$ cat config.mk
export PLATFORM = sky130hd
export DESIGN_NAME = inst_mem_bridge
export DESIGN_NICKNAME = d
export VERILOG_FILES = /design/src/rtl/inst_mem_bridge.sv
export SDC_FILE = /design/constraint.sdc
export NUM_CORES = 1
export LEC_CHECK = 0
export ABC_CLOCK_PERIOD_IN_PS = 8400
export BUFFER_PORTS_ARGS = -buffer_cell sky130_fd_sc_hd__buf_2
export CAP_MARGIN = 20
export CORE_ASPECT_RATIO = 1.25
export CORE_UTILIZATION = 38
export DETAILED_ROUTE_END_ITERATION = 16
export GPL_TIMING_DRIVEN = 0
export SETUP_SLACK_MARGIN = 0.15
export SLEW_MARGIN = 0
export SYNTH_ARGS = -nofsm -noshare
export SYNTH_HDL_FRONTEND = slang
export SYNTH_SLANG_ARGS = --single-unit
$ cat constraint.sdc
create_clock -name clk -period 8.4 [get_ports clk]
set_input_delay 1.26 -clock clk [delete_from_list [all_inputs] [get_ports clk]]
set_output_delay 1.26 -clock clk [all_outputs]
set_load 0.02 [all_outputs]
$ cat src/rtl/inst_mem_bridge.sv
`default_nettype none
// ============================================================================
// Module   : inst_mem_bridge
// Purpose  : Bridges the core's single-cycle ROM fetch port to a variable-latency
//            req/ack instruction memory through a one-entry line buffer.
// Revision : 1.0 - initial release
// ============================================================================
module inst_mem_bridge #(
    parameter int          TIMEOUT_CYCLES = 16,
    parameter logic [31:0] NOP_INST       = 32'h00000000
) (
    input  logic        clk,
    input  logic        rst,
    input  logic        rom_ce_i,
    input  logic [31:0] rom_addr_i,
    output logic [31:0] rom_data_o,
    output logic        stallreq_o,
    output logic        mem_req_o,
    output logic [31:0] mem_addr_o,
    input  logic        mem_ack_i,
    input  logic [31:0] mem_rdata_i,
    output logic        fetch_err_o
);

    localparam logic [7:0] c_timeout_last = 8'(TIMEOUT_CYCLES - 1);

    typedef enum logic [0:0] {
        S_IDLE = 1'b0,
        S_REQ  = 1'b1
    } state_t;

    state_t      r_state;
    logic        r_valid;
    logic [29:0] r_tag;
    logic [31:0] r_data;
    logic [7:0]  r_count;
    logic        w_hit;

    assign w_hit = r_valid && (r_tag == rom_addr_i[31:2]);

    // Reset masks the core-facing outputs so a held rom_ce_i cannot leak stale state.
    always_comb begin
        rom_data_o = '0;
        stallreq_o = 1'b0;
        if (!rst && rom_ce_i) begin
            if (w_hit) begin
                rom_data_o = r_data;
            end else begin
                stallreq_o = 1'b1;
            end
        end
    end

    always_ff @(posedge clk or posedge rst) begin
        if (rst) begin
            r_state     <= S_IDLE;
            mem_req_o   <= 1'b0;
            mem_addr_o  <= '0;
            r_valid     <= 1'b0;
            r_tag       <= '0;
            r_data      <= '0;
            r_count     <= '0;
            fetch_err_o <= 1'b0;
        end else begin
            case (r_state)
                S_IDLE: begin
                    if (rom_ce_i && !w_hit) begin
                        mem_req_o  <= 1'b1;
                        mem_addr_o <= {rom_addr_i[31:2], 2'b00};
                        r_count    <= '0;
                        r_state    <= S_REQ;
                    end
                end
                S_REQ: begin
                    // Ack takes priority over an expiring timeout in the same cycle.
                    if (mem_ack_i) begin
                        r_data    <= mem_rdata_i;
                        r_tag     <= mem_addr_o[31:2];
                        r_valid   <= 1'b1;
                        mem_req_o <= 1'b0;
                        r_state   <= S_IDLE;
                    end else if (r_count == c_timeout_last) begin
                        r_data      <= NOP_INST;
                        r_tag       <= mem_addr_o[31:2];
                        r_valid     <= 1'b1;
                        fetch_err_o <= 1'b1;
                        mem_req_o   <= 1'b0;
                        r_state     <= S_IDLE;
                    end else begin
                        r_count <= r_count + 8'd1;
                    end
                end
                default: begin
                    mem_req_o <= 1'b0;
                    r_state   <= S_IDLE;
                end
            endcase
        end
    end

endmodule
`default_nettype wire
## After elaboration in Yosys (flattened, before gate mapping)

Index checks and enable logic that the tools add are counted.

| storage, ports and cells | value |
|---|---|
| output and inout port bits | 67 |
| register bits after elaboration | 104 |

| operators by class | value |
|---|---|
| eq/ne operators | 6 |
| add/subtract/negate cells | 1 |
| bitwise logic cells | 2 |
| reductions and logical operators | 11 |
| multiplexer cells | 22 |

Operators by type and width:

| kind | number |
|---|---|
| 32-bit 2-to-1 mux | 4 |
| 30-bit 2-to-1 mux | 2 |
| 30-bit equality test | 1 |
| 8-bit 2-to-1 mux | 3 |
| 8-bit case mux with 2 select lines | 1 |
| 1-bit 2-to-1 mux | 10 |
| 8-bit by 1-bit adder with 8-bit output, second input constant | 1 |
| 8-bit by 4-bit equality test with 1-bit output, second input constant | 1 |
| 2-bit inequality test, second input constant | 3 |
| 2-bit AND reduction | 3 |
| 3-bit AND reduction | 2 |
| 1-bit case mux with 2 select lines | 2 |
| 1-bit logical AND | 3 |
| 3-bit by 2-bit inequality test with 1-bit output, second input constant | 1 |
| 1-bit logical NOT | 2 |
| 1-bit inverter | 2 |
| 2-bit nonzero test | 1 |

## Depth between registers and ports, before layout

| depth | value |
|---|---|
| depth in word-level cells | 6 |
| depth in mapped cells | 7 |
| gate-level depth less buffers | 6 |

## Worst setup path after synthesis

No wires, ideal clock.

| timing path | value |
|---|---|
| path kind | input-to-output |
| from | input rst |
| to | output rom_data_o[10] |
| stages | 4 |
| buffers on the path | 1 |
| setup slack | 2747 ps |
| arrival | 4393 ps |
| path through | inv_1 and4_1 clkbuf_2 and2_1 |

| between the ends | value |
|---|---|
| word-level cells in the longest chain between the ends | 3 |

Ends and longest elaborated chain:

| what | line | text |
|---|---|---|
| from (decl) | 13 | `input logic rst,` |
| 1-bit logical NOT (no line) | n/a |  |
| 1-bit logical AND | 45 | `if (!rst && rom_ce_i) begin` |
| 32-bit 2-to-1 mux | 45 |  |
| to (decl) | 16 | `output logic [31:0] rom_data_o,` |

Every way passes these cells.

## Final worst setup path

| timing path | value |
|---|---|
| from | input rom_addr_i[27] |
| to | output rom_data_o[27] |

| between the ends | value |
|---|---|
| word-level cells in the longest chain between the ends | 4 |

Ends and longest elaborated chain:

| what | line | text |
|---|---|---|
| from (decl) | 15 | `input logic [31:0] rom_addr_i,` |
| 30-bit equality test | 39 | `assign w_hit = r_valid && (r_tag == rom_addr_i[31:2]);` |
| 1-bit logical AND | 39 |  |
| 32-bit 2-to-1 mux | 46 | `if (w_hit) begin` |
| 32-bit 2-to-1 mux | 45 |  |

Every way passes these cells.

==> impl_metrics.csv <==
group,metric,value,unit
detailed_routing,drtIter0Drc,91,
worst_hold_path,min_path_type,"reg2reg",
detailed_routing,routed_wl,9833,um
global_route,antenna_found_initial,0,
worst_hold_path,min_path_cells,1,
detailed_routing,drc,0,
yosys,syn_avg_cell_area,13.51,um^2
yosys,synth_area_leader_cell,"dfrtp_1",
global_route,grt_pass1_vias,3145,
layout,postLayoutCoreUtil,50.02,%
global_route,track_usage,16.32,%
die,fp.dieH,125.8,um
clock_network,postCtsHoldBufs,0,
sta,drv_slew,0,
clock_network,clock_path_buffers,2,
sta,setup_tns,0,ns
yosys,ys_dominant_reg_cell,"dfrtp_1",
yosys,yosysSeqAreaShare,55.84,%
clock_network,root_buffer,"clkbuf_16",
die,core-area,11780,um^2
clock_network,htreeDepth,3,
pwr,p_leak,2.827,nW
critical_path,reg2reg_to,"mem_addr_o[21]",
layout,finalNetCount,557,
critical_path,critPathLaunchType,"primary input",
sta,fin_skew,0.005999,ns
global_route,grt_max_degree,67,
pwr,peakVddDrop,0.1546,mV
critical_path,required,7.14,ns
run,drv_cap,0,
yosys,synth_area,4661,um^2
die,rows,44,
layout,fin_area,5893,um^2
global_route,overflow,0,
place,dp_hpwl,7064,um
critical_path,cpMostUsedCell,"buf_2",
layout,fillers,1122,
yosys,synth-edff-count,0,
critical_path,path_cells,"buf_2, xnor2_1, nand4_1, nor4_2, and4_1, clkbuf_2, and2_1, buf_2",
critical_path,cp_num_cells,8,
clock_network,cts_tree,"done",
critical_path,path_delay_family,"simple AND/OR/NAND/NOR gates",
detailed_routing,vias,3136,
layout,seqCellArea,2603,um^2
yosys,ys_types,35,
sta,setup_viol,0,
critical_path,reg2reg_depth,6,
sta,fmax,0.2225,GHz
place,port_buffers,130,
yosys,syn_inst,345,
pwr,cellPowerDensity,275.4,nW/um^2
critical_path,reg2reg_from,"r_tag[12]",
layout,multiInputGateArea,1906,um^2
layout,drive_above_1_share,46.45,%
sta,hold_violations,0,
clock_network,numCtsBuffers,9,
clock_network,clk-insertion-delay-late,0.34,ns
critical_path,cp_max_fo,10,
clock_network,cts_setup_buffers,0,
detailed_routing,vias_per_cell,4.795,
yosys,synth_top_cell_area_share,55.84,%
layout,area_delta_synth_final,26.44,%
clock_network,cts-resized-gates,0,
status,status,"completed",
sta,setup_ws,3.906,ns
place,gp_congestion,0.6968,
yosys,synth_warnings,0,
critical_path,worstSetupStartpoint,"rom_addr_i[27]",
die,chipWidth,101.1,um
die,ios,135,
yosys,async_reset_ff_share,100.0,%
sta,rsz0062_at_grt,"false",
critical_path,crit_type,"in2out",
critical_path,arrival,3.23,ns
yosys,synth_seq_cells,104,
yosys,synthTopCellsByCount,"104 x dfrtp_1, 33 x and2_1, 32 x a22o_1",
critical_path,cpMaxStageDelayCell,"nor4_2",
detailed_routing,dr.pass1.iters,4,
detailed_routing,antenna_left,0,
detailed_routing,wl_per_cell,15.04,um
die,die_area,12710,um^2
place,place_ws,3.863,ns
critical_path,r2r_slack,6.26,ns
place,dpl-instance-area,5547,um^2
layout,diodes,0,
clock_network,clock_sinks,104,
clock_network,clkTransAtPathRegs,0.06,ns
sta,relSlewSlack,64.19,%
die,start_util,39.56,%
sta,finalCritPeriodShare,53.50,%
sta,worstMarginPinSlew,0.5372,ns
critical_path,crit_buf_inv,3,
global_route,grt_pass1_wl,15880,um
yosys,yosys.cell_count.top_type,"dfrtp_1",
critical_path,cp-endpoint,"rom_data_o[27]",
critical_path,max_stage_delay,0.53,ns
sta,period_minus_slack,4.494,ns
yosys,synth_area_leaders,"dfrtp_1 56%, mux2_4 8.4%, mux2_2 7.5%, a22o_1 6.0%, xnor2_1 5.8%",
critical_path,critPathCaptureType,"output pin",
[worst register-to-register path, delay by kind of cell (launching register included)]
| family | cells | cell delay, ns |
|---|---|---|
| flops | 1 | 0.40 |
| compound gates | 1 | 0.19 |
| xor+xnor | 1 | 0.21 |
| simple gates | 2 | 0.68 |
| buf+inv | 1 | 0.21 |
| mux | 1 | 0.32 |
[final cells by class]
cell class                 count  area share (%)
buffer                        21           2.399
sequential                   104           44.16
multi-input combinational    217           32.34
timing repair buffer         131           11.51
tap                          161           3.418
clock buffer                  11           4.119
clock inverter                 5           1.762
inverter                       4          0.2972
[report_power, final]
group / total [mW] / switching (mW) / internal [mW] / leakage (nW)
sequential: 0.736 / 0.0946 / 0.641 / 1.25
clock: 0.477 / 0.178 / 0.299 / 0.170
combinational: 0.410 / 0.177 / 0.233 / 1.41
total: 1.62 / 0.449 / 1.17 / 2.83
[flip-flops by register name, summed over array words and instances, names as in the netlist]
register and count:
mem_req_o 1, r_valid 1, r_state 1, r_data 32
fetch_err_o 1, r_tag 30, mem_addr_o 30, r_count 8
[layout by cell type, fill, tap and decap left out, types with 4 or more instances in the layout]
cell and count:
clkbuf_1 6, a22o_1 32, a31oi_1 5, nor3_1 6, nand2_1 11, mux2_2 31
mux2_4 26, nand4_1 7, o21ai_0 6, nand2b_1 4, dfrtp_1 104, and2_1 33
xnor2_1 31, buf_6 6, clkbuf_16 9, buf_2 135
[worst min-delay path by stage]
| stage | startpoint | endpoint |
|---|---|---|
| floorplan | r_valid | r_valid |
| global placement | fetch_err_o | fetch_err_o |
| detailed placement | r_valid | r_valid |
| CTS | r_valid | r_valid |
| global route | r_valid | r_valid |
| finish | r_valid | r_valid |
[layer usage]
| metal | up-vias | GRT usage, % | share of wire [%] |
|---|---|---|---|
| li1 | 1493 | - | - |
| met3 | 9 | 5.272 | 6.9 |
| met2 | 98 | 25.21 | 45 |
| met4 | 0 | 5.371 | 1.2 |
| met1 | 1536 | 21.59 | 47 |
| met5 | - | 0 | 0 |
[cell families (layout without fill, tap and decap cells)]
group | count (synthesis) | count (layout) | share of synthesized area [%]
flops | 104 | 104 | 55.84
simple gates | 73 | 73 | 9.449
mux | 60 | 60 | 16.59
compound gates | 50 | 50 | 8.591
xor+xnor | 31 | 31 | 5.825
buf+inv | 25 | 172 | 3.355
fa+ha+maj | 1 | 1 | 0.2684
other cells | 1 | 2 | 0.08046
[stage by stage]
stage / hold WS, ns / power, mW / instances
2_1_floorplan: 0.4343 / 1.035 / 346
4_1_cts: 0.4803 / 1.647 / 654
3_5_place_dp: 0.4627 / 1.157 / 638
6_report: 0.4708 / 1.623 / 654
5_1_grt: 0.4936 / 1.715 / 654
3_3_place_gp: 0.4531 / 1.143 / 637
Power figures use the tool's default switching activity.
